`src/rtl/decode_exec_core_if.sv`:
```
// decode_exec_core_if: bundles the decode/execute core's pipeline-facing
// signals. The master side drives the instruction/EX/writeback inputs
// (fetch register and writeback stage); the slave side is the core itself.
interface decode_exec_core_if;
  logic [31:0] instr;
  logic [31:0] ex_instr;
  logic [31:0] R_EX;
  logic        wb_we;
  logic [4:0]  wb_addr;
  logic [31:0] wb_data;

  logic [4:0]  rd;
  logic [4:0]  rs1;
  logic [4:0]  rs2;
  logic [11:0] imm_i;
  logic [19:0] imm_u;
  logic [6:0]  opcode;
  logic [3:0]  aluop;
  logic        alusrc;
  logic [1:0]  regsel;
  logic        regwrite;
  logic        gpio_we;
  logic [31:0] readdata1;
  logic [31:0] readdata2;
  logic [31:0] alu_R;
  logic        alu_zero;
  logic [1:0]  pcsrc_EX;
  logic        stall_FETCH;

  modport master (
    output instr, ex_instr, R_EX, wb_we, wb_addr, wb_data,
    input  rd, rs1, rs2, imm_i, imm_u, opcode, aluop, alusrc, regsel,
           regwrite, gpio_we, readdata1, readdata2, alu_R, alu_zero,
           pcsrc_EX, stall_FETCH
  );

  modport slave (
    input  instr, ex_instr, R_EX, wb_we, wb_addr, wb_data,
    output rd, rs1, rs2, imm_i, imm_u, opcode, aluop, alusrc, regsel,
           regwrite, gpio_we, readdata1, readdata2, alu_R, alu_zero,
           pcsrc_EX, stall_FETCH
  );
endinterface

```
`src/rtl/decode_exec_core.sv`:
```
// decode_exec_core: instruction decode, 32x32 register file, ALU,
// EX-stage control-transfer resolution and fetch stall for the RV32 pipeline.
// Optional feature macro: MUL_EN (enables MUL/MULH/MULHU; without it those
// aluop codes return 0 and funct7=0x01 R-type instructions decode as NOP).
//
// Stall FSM
//   state   | meaning
//   ST_RUN  | no stall issued last cycle; a control transfer in decode stalls fetch
//   ST_HELD | fetch stalled last cycle; the held instruction proceeds unstalled
module decode_exec_core (
  input  logic clk,
  input  logic rst,
  decode_exec_core_if.slave bus
);
  localparam logic [6:0] OP_R    = 7'h33;
  localparam logic [6:0] OP_I    = 7'h13;
  localparam logic [6:0] OP_LUI  = 7'h37;
  localparam logic [6:0] OP_CSR  = 7'h73;
  localparam logic [6:0] OP_BR   = 7'h63;
  localparam logic [6:0] OP_JAL  = 7'h6F;
  localparam logic [6:0] OP_JALR = 7'h67;

  localparam logic [3:0] ALU_AND   = 4'b0000;
  localparam logic [3:0] ALU_OR    = 4'b0001;
  localparam logic [3:0] ALU_XOR   = 4'b0010;
  localparam logic [3:0] ALU_ADD   = 4'b0011;
  localparam logic [3:0] ALU_SUB   = 4'b0100;
  localparam logic [3:0] ALU_MUL   = 4'b0101;
  localparam logic [3:0] ALU_MULH  = 4'b0110;
  localparam logic [3:0] ALU_MULHU = 4'b0111;
  localparam logic [3:0] ALU_SLL   = 4'b1000;
  localparam logic [3:0] ALU_SRL   = 4'b1001;
  localparam logic [3:0] ALU_SRA   = 4'b1010;
  localparam logic [3:0] ALU_SLT   = 4'b1011;
  localparam logic [3:0] ALU_SLTU  = 4'b1100;

  typedef enum logic {ST_RUN, ST_HELD} stall_state_t;

  stall_state_t state_q, state_d;

  logic [6:0]  op;
  logic [2:0]  f3;
  logic [6:0]  f7;
  logic [4:0]  rd_a, rs1_a, rs2_a;
  logic [11:0] imm_i;
  logic [6:0]  ex_op;
  logic [2:0]  ex_f3;
  logic        unused_ex;

  logic [3:0]  aluop;
  logic        alusrc;
  logic [1:0]  regsel;
  logic        regwrite;
  logic        gpio_we;

  logic [31:0] regs [32];
  logic [31:0] rdata1, rdata2;
  logic [31:0] a_op, b_op, alu_res;
  logic [1:0]  pcsrc;
  logic        is_xfer, stall;

  assign op    = bus.instr[6:0];
  assign rd_a  = bus.instr[11:7];
  assign f3    = bus.instr[14:12];
  assign rs1_a = bus.instr[19:15];
  assign rs2_a = bus.instr[24:20];
  assign f7    = bus.instr[31:25];
  assign imm_i = bus.instr[31:20];

  assign ex_op     = bus.ex_instr[6:0];
  assign ex_f3     = bus.ex_instr[14:12];
  assign unused_ex = ^{bus.ex_instr[31:15], bus.ex_instr[11:7]};

  // Control decode; all-zero defaults make unknown encodings a NOP
  always_comb begin
    aluop    = ALU_AND;
    alusrc   = 1'b0;
    regsel   = 2'b00;
    regwrite = 1'b0;
    gpio_we  = 1'b0;
    case (op)
      OP_R: begin
        regsel   = 2'b10;
        regwrite = 1'b1;
        case (f7)
          7'h00: begin
            case (f3)
              3'd0:    aluop = ALU_ADD;
              3'd1:    aluop = ALU_SLL;
              3'd2:    aluop = ALU_SLT;
              3'd3:    aluop = ALU_SLTU;
              3'd4:    aluop = ALU_XOR;
              3'd5:    aluop = ALU_SRL;
              3'd6:    aluop = ALU_OR;
              default: aluop = ALU_AND;
            endcase
          end
          7'h20: begin
            if (f3 == 3'd0)      aluop = ALU_SUB;
            else if (f3 == 3'd5) aluop = ALU_SRA;
          end
          7'h01: begin
`ifdef MUL_EN
            case (f3)
              3'd0:    aluop = ALU_MUL;
              3'd1:    aluop = ALU_MULH;
              3'd3:    aluop = ALU_MULHU;
              default: aluop = ALU_AND;
            endcase
`else
            regsel   = 2'b00;
            regwrite = 1'b0;
`endif
          end
          default: ;
        endcase
      end
      OP_I: begin
        alusrc   = 1'b1;
        regsel   = 2'b10;
        regwrite = 1'b1;
        case (f3)
          3'd0:    aluop = ALU_ADD;
          3'd1:    aluop = ALU_SLL;
          3'd2:    aluop = ALU_SLT;
          3'd3:    aluop = ALU_SLTU;
          3'd4:    aluop = ALU_XOR;
          3'd5:    aluop = bus.instr[30] ? ALU_SRA : ALU_SRL;
          3'd6:    aluop = ALU_OR;
          default: aluop = ALU_AND;
        endcase
      end
      OP_LUI: begin
        regsel   = 2'b01;
        regwrite = 1'b1;
        aluop    = ALU_ADD;
        alusrc   = 1'b1;
      end
      OP_CSR: begin
        if (imm_i == 12'hF00) begin
          regsel   = 2'b00;
          regwrite = (rd_a != 5'd0);
        end else if (imm_i == 12'hF02) begin
          gpio_we  = 1'b1;
        end
      end
      OP_BR: begin
        case (f3)
          3'd0, 3'd1: aluop = ALU_SUB;
          3'd4, 3'd5: aluop = ALU_SLT;
          3'd6, 3'd7: aluop = ALU_SLTU;
          default:    aluop = ALU_AND;
        endcase
      end
      OP_JAL: begin
        regsel   = 2'b11;
        regwrite = 1'b1;
      end
      OP_JALR: begin
        regsel   = 2'b11;
        regwrite = 1'b1;
        alusrc   = 1'b1;
        aluop    = ALU_ADD;
      end
      default: ;
    endcase
  end

  // Register array: synchronous clear has priority over writeback; x0 never written
  always_ff @(posedge clk) begin
    if (rst) begin
      for (int i = 0; i < 32; i++) regs[i] <= '0;
    end else if (bus.wb_we && (bus.wb_addr != 5'd0)) begin
      regs[bus.wb_addr] <= bus.wb_data;
    end
  end

  // Read port 1 with x0 forced to zero and same-cycle writeback bypass
  always_comb begin
    rdata1 = regs[rs1_a];
    if (rs1_a == 5'd0)                              rdata1 = '0;
    else if (bus.wb_we && (bus.wb_addr == rs1_a))   rdata1 = bus.wb_data;
  end

  // Read port 2 with x0 forced to zero and same-cycle writeback bypass
  always_comb begin
    rdata2 = regs[rs2_a];
    if (rs2_a == 5'd0)                              rdata2 = '0;
    else if (bus.wb_we && (bus.wb_addr == rs2_a))   rdata2 = bus.wb_data;
  end

  assign a_op = (op == OP_LUI) ? 32'd0 : rdata1;
  assign b_op = alusrc ? {{20{imm_i[11]}}, imm_i} : rdata2;

`ifdef MUL_EN
  // One signed 64-bit product; the unsigned high word is recovered by adding
  // back b when a is negative and a when b is negative (mod 2^32).
  logic signed [63:0] prod_ss;
  logic [31:0]        mulhu_hi;
  assign prod_ss  = $signed({{32{a_op[31]}}, a_op}) * $signed({{32{b_op[31]}}, b_op});
  assign mulhu_hi = prod_ss[63:32] + (a_op[31] ? b_op : 32'd0) + (b_op[31] ? a_op : 32'd0);
`endif

  // ALU datapath
  always_comb begin
    alu_res = '0;
    case (aluop)
      ALU_AND:   alu_res = a_op & b_op;
      ALU_OR:    alu_res = a_op | b_op;
      ALU_XOR:   alu_res = a_op ^ b_op;
      ALU_ADD:   alu_res = a_op + b_op;
      ALU_SUB:   alu_res = a_op - b_op;
`ifdef MUL_EN
      ALU_MUL:   alu_res = prod_ss[31:0];
      ALU_MULH:  alu_res = prod_ss[63:32];
      ALU_MULHU: alu_res = mulhu_hi;
`endif
      ALU_SLL:   alu_res = a_op << b_op[4:0];
      ALU_SRL:   alu_res = a_op >> b_op[4:0];
      ALU_SRA:   alu_res = $unsigned($signed(a_op) >>> b_op[4:0]);
      ALU_SLT:   alu_res = {31'd0, $signed(a_op) < $signed(b_op)};
      ALU_SLTU:  alu_res = {31'd0, a_op < b_op};
      default:   alu_res = '0;
    endcase
  end

  // Next-PC source for the instruction in EX
  always_comb begin
    pcsrc = 2'b00;
    case (ex_op)
      OP_JAL:  pcsrc = 2'b10;
      OP_JALR: pcsrc = 2'b01;
      OP_BR: begin
        case (ex_f3)
          3'd0:       if (bus.R_EX == 32'd0) pcsrc = 2'b11;
          3'd1:       if (bus.R_EX != 32'd0) pcsrc = 2'b11;
          3'd4, 3'd6: if (bus.R_EX[0])       pcsrc = 2'b11;
          3'd5, 3'd7: if (!bus.R_EX[0])      pcsrc = 2'b11;
          default:    pcsrc = 2'b00;
        endcase
      end
      default: ;
    endcase
  end

  assign is_xfer = (op == OP_BR) || (op == OP_JAL) || (op == OP_JALR);

  // Stall state register
  always_ff @(posedge clk) begin
    if (rst) state_q <= ST_RUN;
    else     state_q <= state_d;
  end

  // Stall decision: only the first decode cycle of a control transfer holds fetch
  always_comb begin
    stall   = 1'b0;
    state_d = ST_RUN;
    if (is_xfer && (state_q == ST_RUN)) begin
      stall   = 1'b1;
      state_d = ST_HELD;
    end
  end

  assign bus.rd          = rd_a;
  assign bus.rs1         = rs1_a;
  assign bus.rs2         = rs2_a;
  assign bus.imm_i       = imm_i;
  assign bus.imm_u       = bus.instr[31:12];
  assign bus.opcode      = op;
  assign bus.aluop       = aluop;
  assign bus.alusrc      = alusrc;
  assign bus.regsel      = regsel;
  assign bus.regwrite    = regwrite;
  assign bus.gpio_we     = gpio_we;
  assign bus.readdata1   = rdata1;
  assign bus.readdata2   = rdata2;
  assign bus.alu_R       = alu_res;
  assign bus.alu_zero    = (alu_res == 32'd0);
  assign bus.pcsrc_EX    = pcsrc;
  assign bus.stall_FETCH = stall;
endmodule

```
`src/flat_wrapper.sv`:
```
// flat-port wrapper written by rule: the top's interface ports become plain ports
module decode_exec_core_flat 
  (clk, rst, bus_instr, bus_ex_instr, bus_R_EX, bus_wb_we, bus_wb_addr, bus_wb_data, bus_rd, bus_rs1, bus_rs2, bus_imm_i, bus_imm_u, bus_opcode, bus_aluop, bus_alusrc, bus_regsel, bus_regwrite, bus_gpio_we, bus_readdata1, bus_readdata2, bus_alu_R, bus_alu_zero, bus_pcsrc_EX, bus_stall_FETCH);
  decode_exec_core_if bus_i ();
  input  logic clk;
  input  logic rst;
  input wire logic [$bits(bus_i.instr)-1:0] bus_instr;
  input wire logic [$bits(bus_i.ex_instr)-1:0] bus_ex_instr;
  input wire logic [$bits(bus_i.R_EX)-1:0] bus_R_EX;
  input wire logic [$bits(bus_i.wb_we)-1:0] bus_wb_we;
  input wire logic [$bits(bus_i.wb_addr)-1:0] bus_wb_addr;
  input wire logic [$bits(bus_i.wb_data)-1:0] bus_wb_data;
  output wire logic [$bits(bus_i.rd)-1:0] bus_rd;
  output wire logic [$bits(bus_i.rs1)-1:0] bus_rs1;
  output wire logic [$bits(bus_i.rs2)-1:0] bus_rs2;
  output wire logic [$bits(bus_i.imm_i)-1:0] bus_imm_i;
  output wire logic [$bits(bus_i.imm_u)-1:0] bus_imm_u;
  output wire logic [$bits(bus_i.opcode)-1:0] bus_opcode;
  output wire logic [$bits(bus_i.aluop)-1:0] bus_aluop;
  output wire logic [$bits(bus_i.alusrc)-1:0] bus_alusrc;
  output wire logic [$bits(bus_i.regsel)-1:0] bus_regsel;
  output wire logic [$bits(bus_i.regwrite)-1:0] bus_regwrite;
  output wire logic [$bits(bus_i.gpio_we)-1:0] bus_gpio_we;
  output wire logic [$bits(bus_i.readdata1)-1:0] bus_readdata1;
  output wire logic [$bits(bus_i.readdata2)-1:0] bus_readdata2;
  output wire logic [$bits(bus_i.alu_R)-1:0] bus_alu_R;
  output wire logic [$bits(bus_i.alu_zero)-1:0] bus_alu_zero;
  output wire logic [$bits(bus_i.pcsrc_EX)-1:0] bus_pcsrc_EX;
  output wire logic [$bits(bus_i.stall_FETCH)-1:0] bus_stall_FETCH;
  assign bus_i.instr = bus_instr;
  assign bus_i.ex_instr = bus_ex_instr;
  assign bus_i.R_EX = bus_R_EX;
  assign bus_i.wb_we = bus_wb_we;
  assign bus_i.wb_addr = bus_wb_addr;
  assign bus_i.wb_data = bus_wb_data;
  assign bus_rd = bus_i.rd;
  assign bus_rs1 = bus_i.rs1;
  assign bus_rs2 = bus_i.rs2;
  assign bus_imm_i = bus_i.imm_i;
  assign bus_imm_u = bus_i.imm_u;
  assign bus_opcode = bus_i.opcode;
  assign bus_aluop = bus_i.aluop;
  assign bus_alusrc = bus_i.alusrc;
  assign bus_regsel = bus_i.regsel;
  assign bus_regwrite = bus_i.regwrite;
  assign bus_gpio_we = bus_i.gpio_we;
  assign bus_readdata1 = bus_i.readdata1;
  assign bus_readdata2 = bus_i.readdata2;
  assign bus_alu_R = bus_i.alu_R;
  assign bus_alu_zero = bus_i.alu_zero;
  assign bus_pcsrc_EX = bus_i.pcsrc_EX;
  assign bus_stall_FETCH = bus_i.stall_FETCH;
  decode_exec_core u_core (.clk(clk), .rst(rst), .bus(bus_i));
endmodule
```
`config.mk`:
```
export PLATFORM = sky130hd
export DESIGN_NAME = decode_exec_core_flat
export DESIGN_NICKNAME = d
export VERILOG_FILES = /design/src/rtl/decode_exec_core_if.sv /design/src/rtl/decode_exec_core.sv /design/src/flat_wrapper.sv
export SDC_FILE = /design/constraint.sdc
export NUM_CORES = 2
export LEC_CHECK = 0
export BUFFER_PORTS_ARGS = -buffer_cell sky130_fd_sc_hd__buf_4
export CORE_MARGIN = 3
export CORE_UTILIZATION = 55
export CTS_BUF_LIST = sky130_fd_sc_hd__clkbuf_8
export DETAILED_ROUTE_END_ITERATION = 7
export PLACE_DENSITY_LB_ADDON = 0.15
export REMOVE_ABC_BUFFERS = 1
export SLEW_MARGIN = 20
export SYNTH_ARGS = -nofsm -noshare
export SYNTH_HDL_FRONTEND = slang
export SYNTH_SLANG_ARGS = --single-unit
```
`constraint.sdc`:
```
create_clock -name clk -period 19.2 [get_ports clk]
set_input_delay 5.76 -clock clk [delete_from_list [all_inputs] [get_ports clk]]
set_output_delay 5.76 -clock clk [all_outputs]
set_load 0.005 [all_outputs]
```
==> key figures <==
Drt
  • Metal-1 WL: ~95000 um
  • Top Layer Used: met5
  • Met3 wire length: 41100 um
  • Met2 wire len: about 120000 um
  • DR pass1 iterations: 7
  • Vias per cell: 7.24
  • Final WL: 278000 um
  • Post-route ant nets: 0
  • Routed vias: roughly 54k
  • Initial DRC count: just under 9k
  • Wire per inst: 37.4 um
  • Post-route DRC: 0

Setup path
  • Worst Path Buf+Inv: 6
  • R2R Path End: u_core.state_q
  • Crit-path most repeated cell: buf_4
  • Worst r2r src: u_core.state_q
  • Critical Path RT: between 10000 and 15000 ps
  • Largest stage delay on the critical path: slightly below 1000 ps
  • Max FO, Critical Path: 29
  • Crit path to: bus_alu_zero
  • Crit path max-delay family: simple AND/OR/NAND/NOR gates
  • R2r setup slk: 18520 ps
  • Critical Path Start Type: primary input
  • Slowest CP cell: nor4_1
  • Crit path arrival time: 13410 ps
  • Worst reg2reg path depth: 2
  • WS Path Type: in2out
  • Crit path depth: 25
  • Crit end category: output port
  • CP startpoint: bus_instr[15]

Cells and area
  • Footprint of the multi-input gates: 0.0324 mm2
  • # fillers: slightly above 9k
  • Fin nets: between 5k and 6k
  • Share of cells above drive strength 1: 0.256
  • Area grow syn2layout: 11.6%
  • Sequential cell area: roughly 0.031 mm2

Clock network
  • Clock Root Buffer: clkbuf_8
  • Clock tree from TritonCTS: yes
  • Clock transition at the registers of the reported paths: around 60 ps
  • Hold-fix buffers at CTS: 0
  • Clk buf depth: 3
  • Clk Latency, worst-skew pair: 880 ps
  • CTS Buf Count: 170
  • CTS H-tree depth: 4
  • CTS sink cnt: just over 1k

STA
  • Fin. max-slew vios: 0
  • Post-route setup slack: between 20 and 30 ps
  • Post-layout min period: between 15000 and 20000 ps
  • Slew HR: 0.192
  • Setup violators final: 0
  • FMAX: between 50 and 60 MHz
  • Worst Tran Pin Value: about 1200 ps
  • Min Hold Slack: 523 ps
  • Crit share post-route: 0.999
  • Final Hold Vio Count: 0
  • Unrepaired setup endpoints after global routing: false
  • Clk_skew: 0 ps
  • Fin Setup TNS: 0 ps

Synthesis
  • XOR/XNOR Fraction of Synth Area: 0.00212
  • Post-synthesis mux area share: 0.220
  • Largest family of logic cells by synthesized area: multiplexers
  • Simple-gate share of the synthesized area: 0.155
  • EDFF count, synth: approximately 1.0k
  • Post-synth top area cell: edfxtp_1
  • Ys flop type: edfxtp_1
  • Post-synth top area share: 0.465
  • Post-synth top cells: 1024 x edfxtp_1, 746 x and2_1, 466 x mux4_2
  • Synth warn: 0
  • Distinct cells, synth: approximately 110
  • Compound-cell area share of the yosys netlist: 0.0890
  • Mapped Cells: around 5.4k
  • Async S/R FF share, synth: 0
  • Synthesized area: 0.0662 mm2
  • Post-synthesis adder-cell area fraction: 0.0189
  • Post-synthesis sequential area ratio: 0.465
  • Post-Syn Area per Cell: 12.2 um2
  • Most common cell in the netlist: edfxtp_1
  • Top cells by area, synth: edfxtp_1 46%, mux4_2 16%, and2_1 7.1%
  • Yosys reg bits: 1025

Floorplanning
  • Die Y: 353 um
  • Core area: 0.119 mm2
  • IO Pins: ~300
  • Initial Util: 0.558
  • Area of the die: about 0.12 mm2
  • FP Rows: roughly 130
  • Die W: 353 um

Global route
  • Tot GR Track Use: 0.439
  • Largest net degree at the start of global routing: 53
  • Initial antenna violation count: 20
  • First-pass GRT wire length: 388000 um
  • Vias in the first global route: 52.0k
  • GR Overflow Total: 0

Power and ir drop
  • Worst vdd ir: around 0.000076 V
  • Pwr Density: approximately 85 mW/mm2
  • Power Total: 6280 uW
  • Leakage power: 0.0272 uW

Flow run
  • Max-cap violations: 0

Worst hold path
  • Worst Hold Class: reg2reg

Status
  • Outcome: finished, final reports clean

Placement
  • Pre-CTS WS: about 390 ps
  • Port Buffers: between 200 and 300
  • HPWL after DPL: ~180000 um
  • Routability cong.: roughly 1.0
worst reg2reg max path, stage by stage, from the launching register on:
cell     delay [ps]
dfxtp_1         300
a21oi_1         180
nor2b_1         140
per-layer routing:
metal  GRT usage  vias up
met2       0.650     4897
li1            -    21400
met1       0.559    26500
met5           0        -
met4       0.273       12
met3       0.146     1092
what timing repair did:
action,in CTS,in global routing
setup endpoints to repair,0,1
gates resized for setup,0,1
buffers inserted,0,0
registers in the layout, summed over array words and instances, names as in the netlist:
register	count
u_core.state_q	1
u_core.regs	1024
through the flow:
step / instances / area, um2 / utilization
5_1_grt: 7428 / 73800 / 0.622
2_1_floorplan: 4868 / 63400 / -
4_1_cts: 7425 / 73800 / 0.622
3_3_place_gp: 7119 / 70700 / 0.596
3_5_place_dp: 7119 / 70800 / 0.596
6_report: 7443 / 73900 / 0.622
how the worst min path moves through the flow:
stage / start / endpoint / depth (start not counted) / slack, ps
5_1_grt: u_core.state_q / u_core.state_q / 2 / 550
6_report: u_core.state_q / u_core.state_q / 2 / 520
3_5_place_dp: u_core.state_q / u_core.state_q / 2 / 520
3_3_place_gp: u_core.state_q / u_core.state_q / 2 / 500
2_1_floorplan: u_core.state_q / u_core.state_q / 2 / 500
4_1_cts: u_core.state_q / u_core.state_q / 2 / 520
logic make-up after synthesis:
kind of cell	Yosys count
and+or+nand+nor	1872
DFF	1025
muxes	864
AOI/OAI and AO/OA	841
buffers and inverters	715
adders and majority gates	99
xor gates and xnor gates	16
other	1
cell usage in the layout, fill, tap and decap left out, drive strengths merged, types with 121 or more instances in the layout:
cell       n
a21oi    159
and2     746
buf      650
clkbuf   171
edfxtp  1024
inv      193
mux2i    359
mux4     466
nand2    201
nor2     286
nor3     316
o21ai    121
layout make-up:
cell class / count / area share
timing repair buffer: 651 / 0.0699
sequential: 1025 / 0.417
inverter: 119 / 0.00612
clock buffer: 170 / 0.0317
multi-input combinational: 3724 / 0.438
tap: 1600 / 0.0271
antenna: 18 / 0.000610
clock inverter: 136 / 0.00952
where the power goes:
part / total, uW / switching [uW] / internal (uW) / leakage, uW
Combinational: 1830 / 1130 / 696 / 0.0157
Sequential: 2650 / 65.8 / 2590 / 0.00976
Clock: 1800 / 944 / 859 / 0.00179
(Power assumes the default switching activity.)
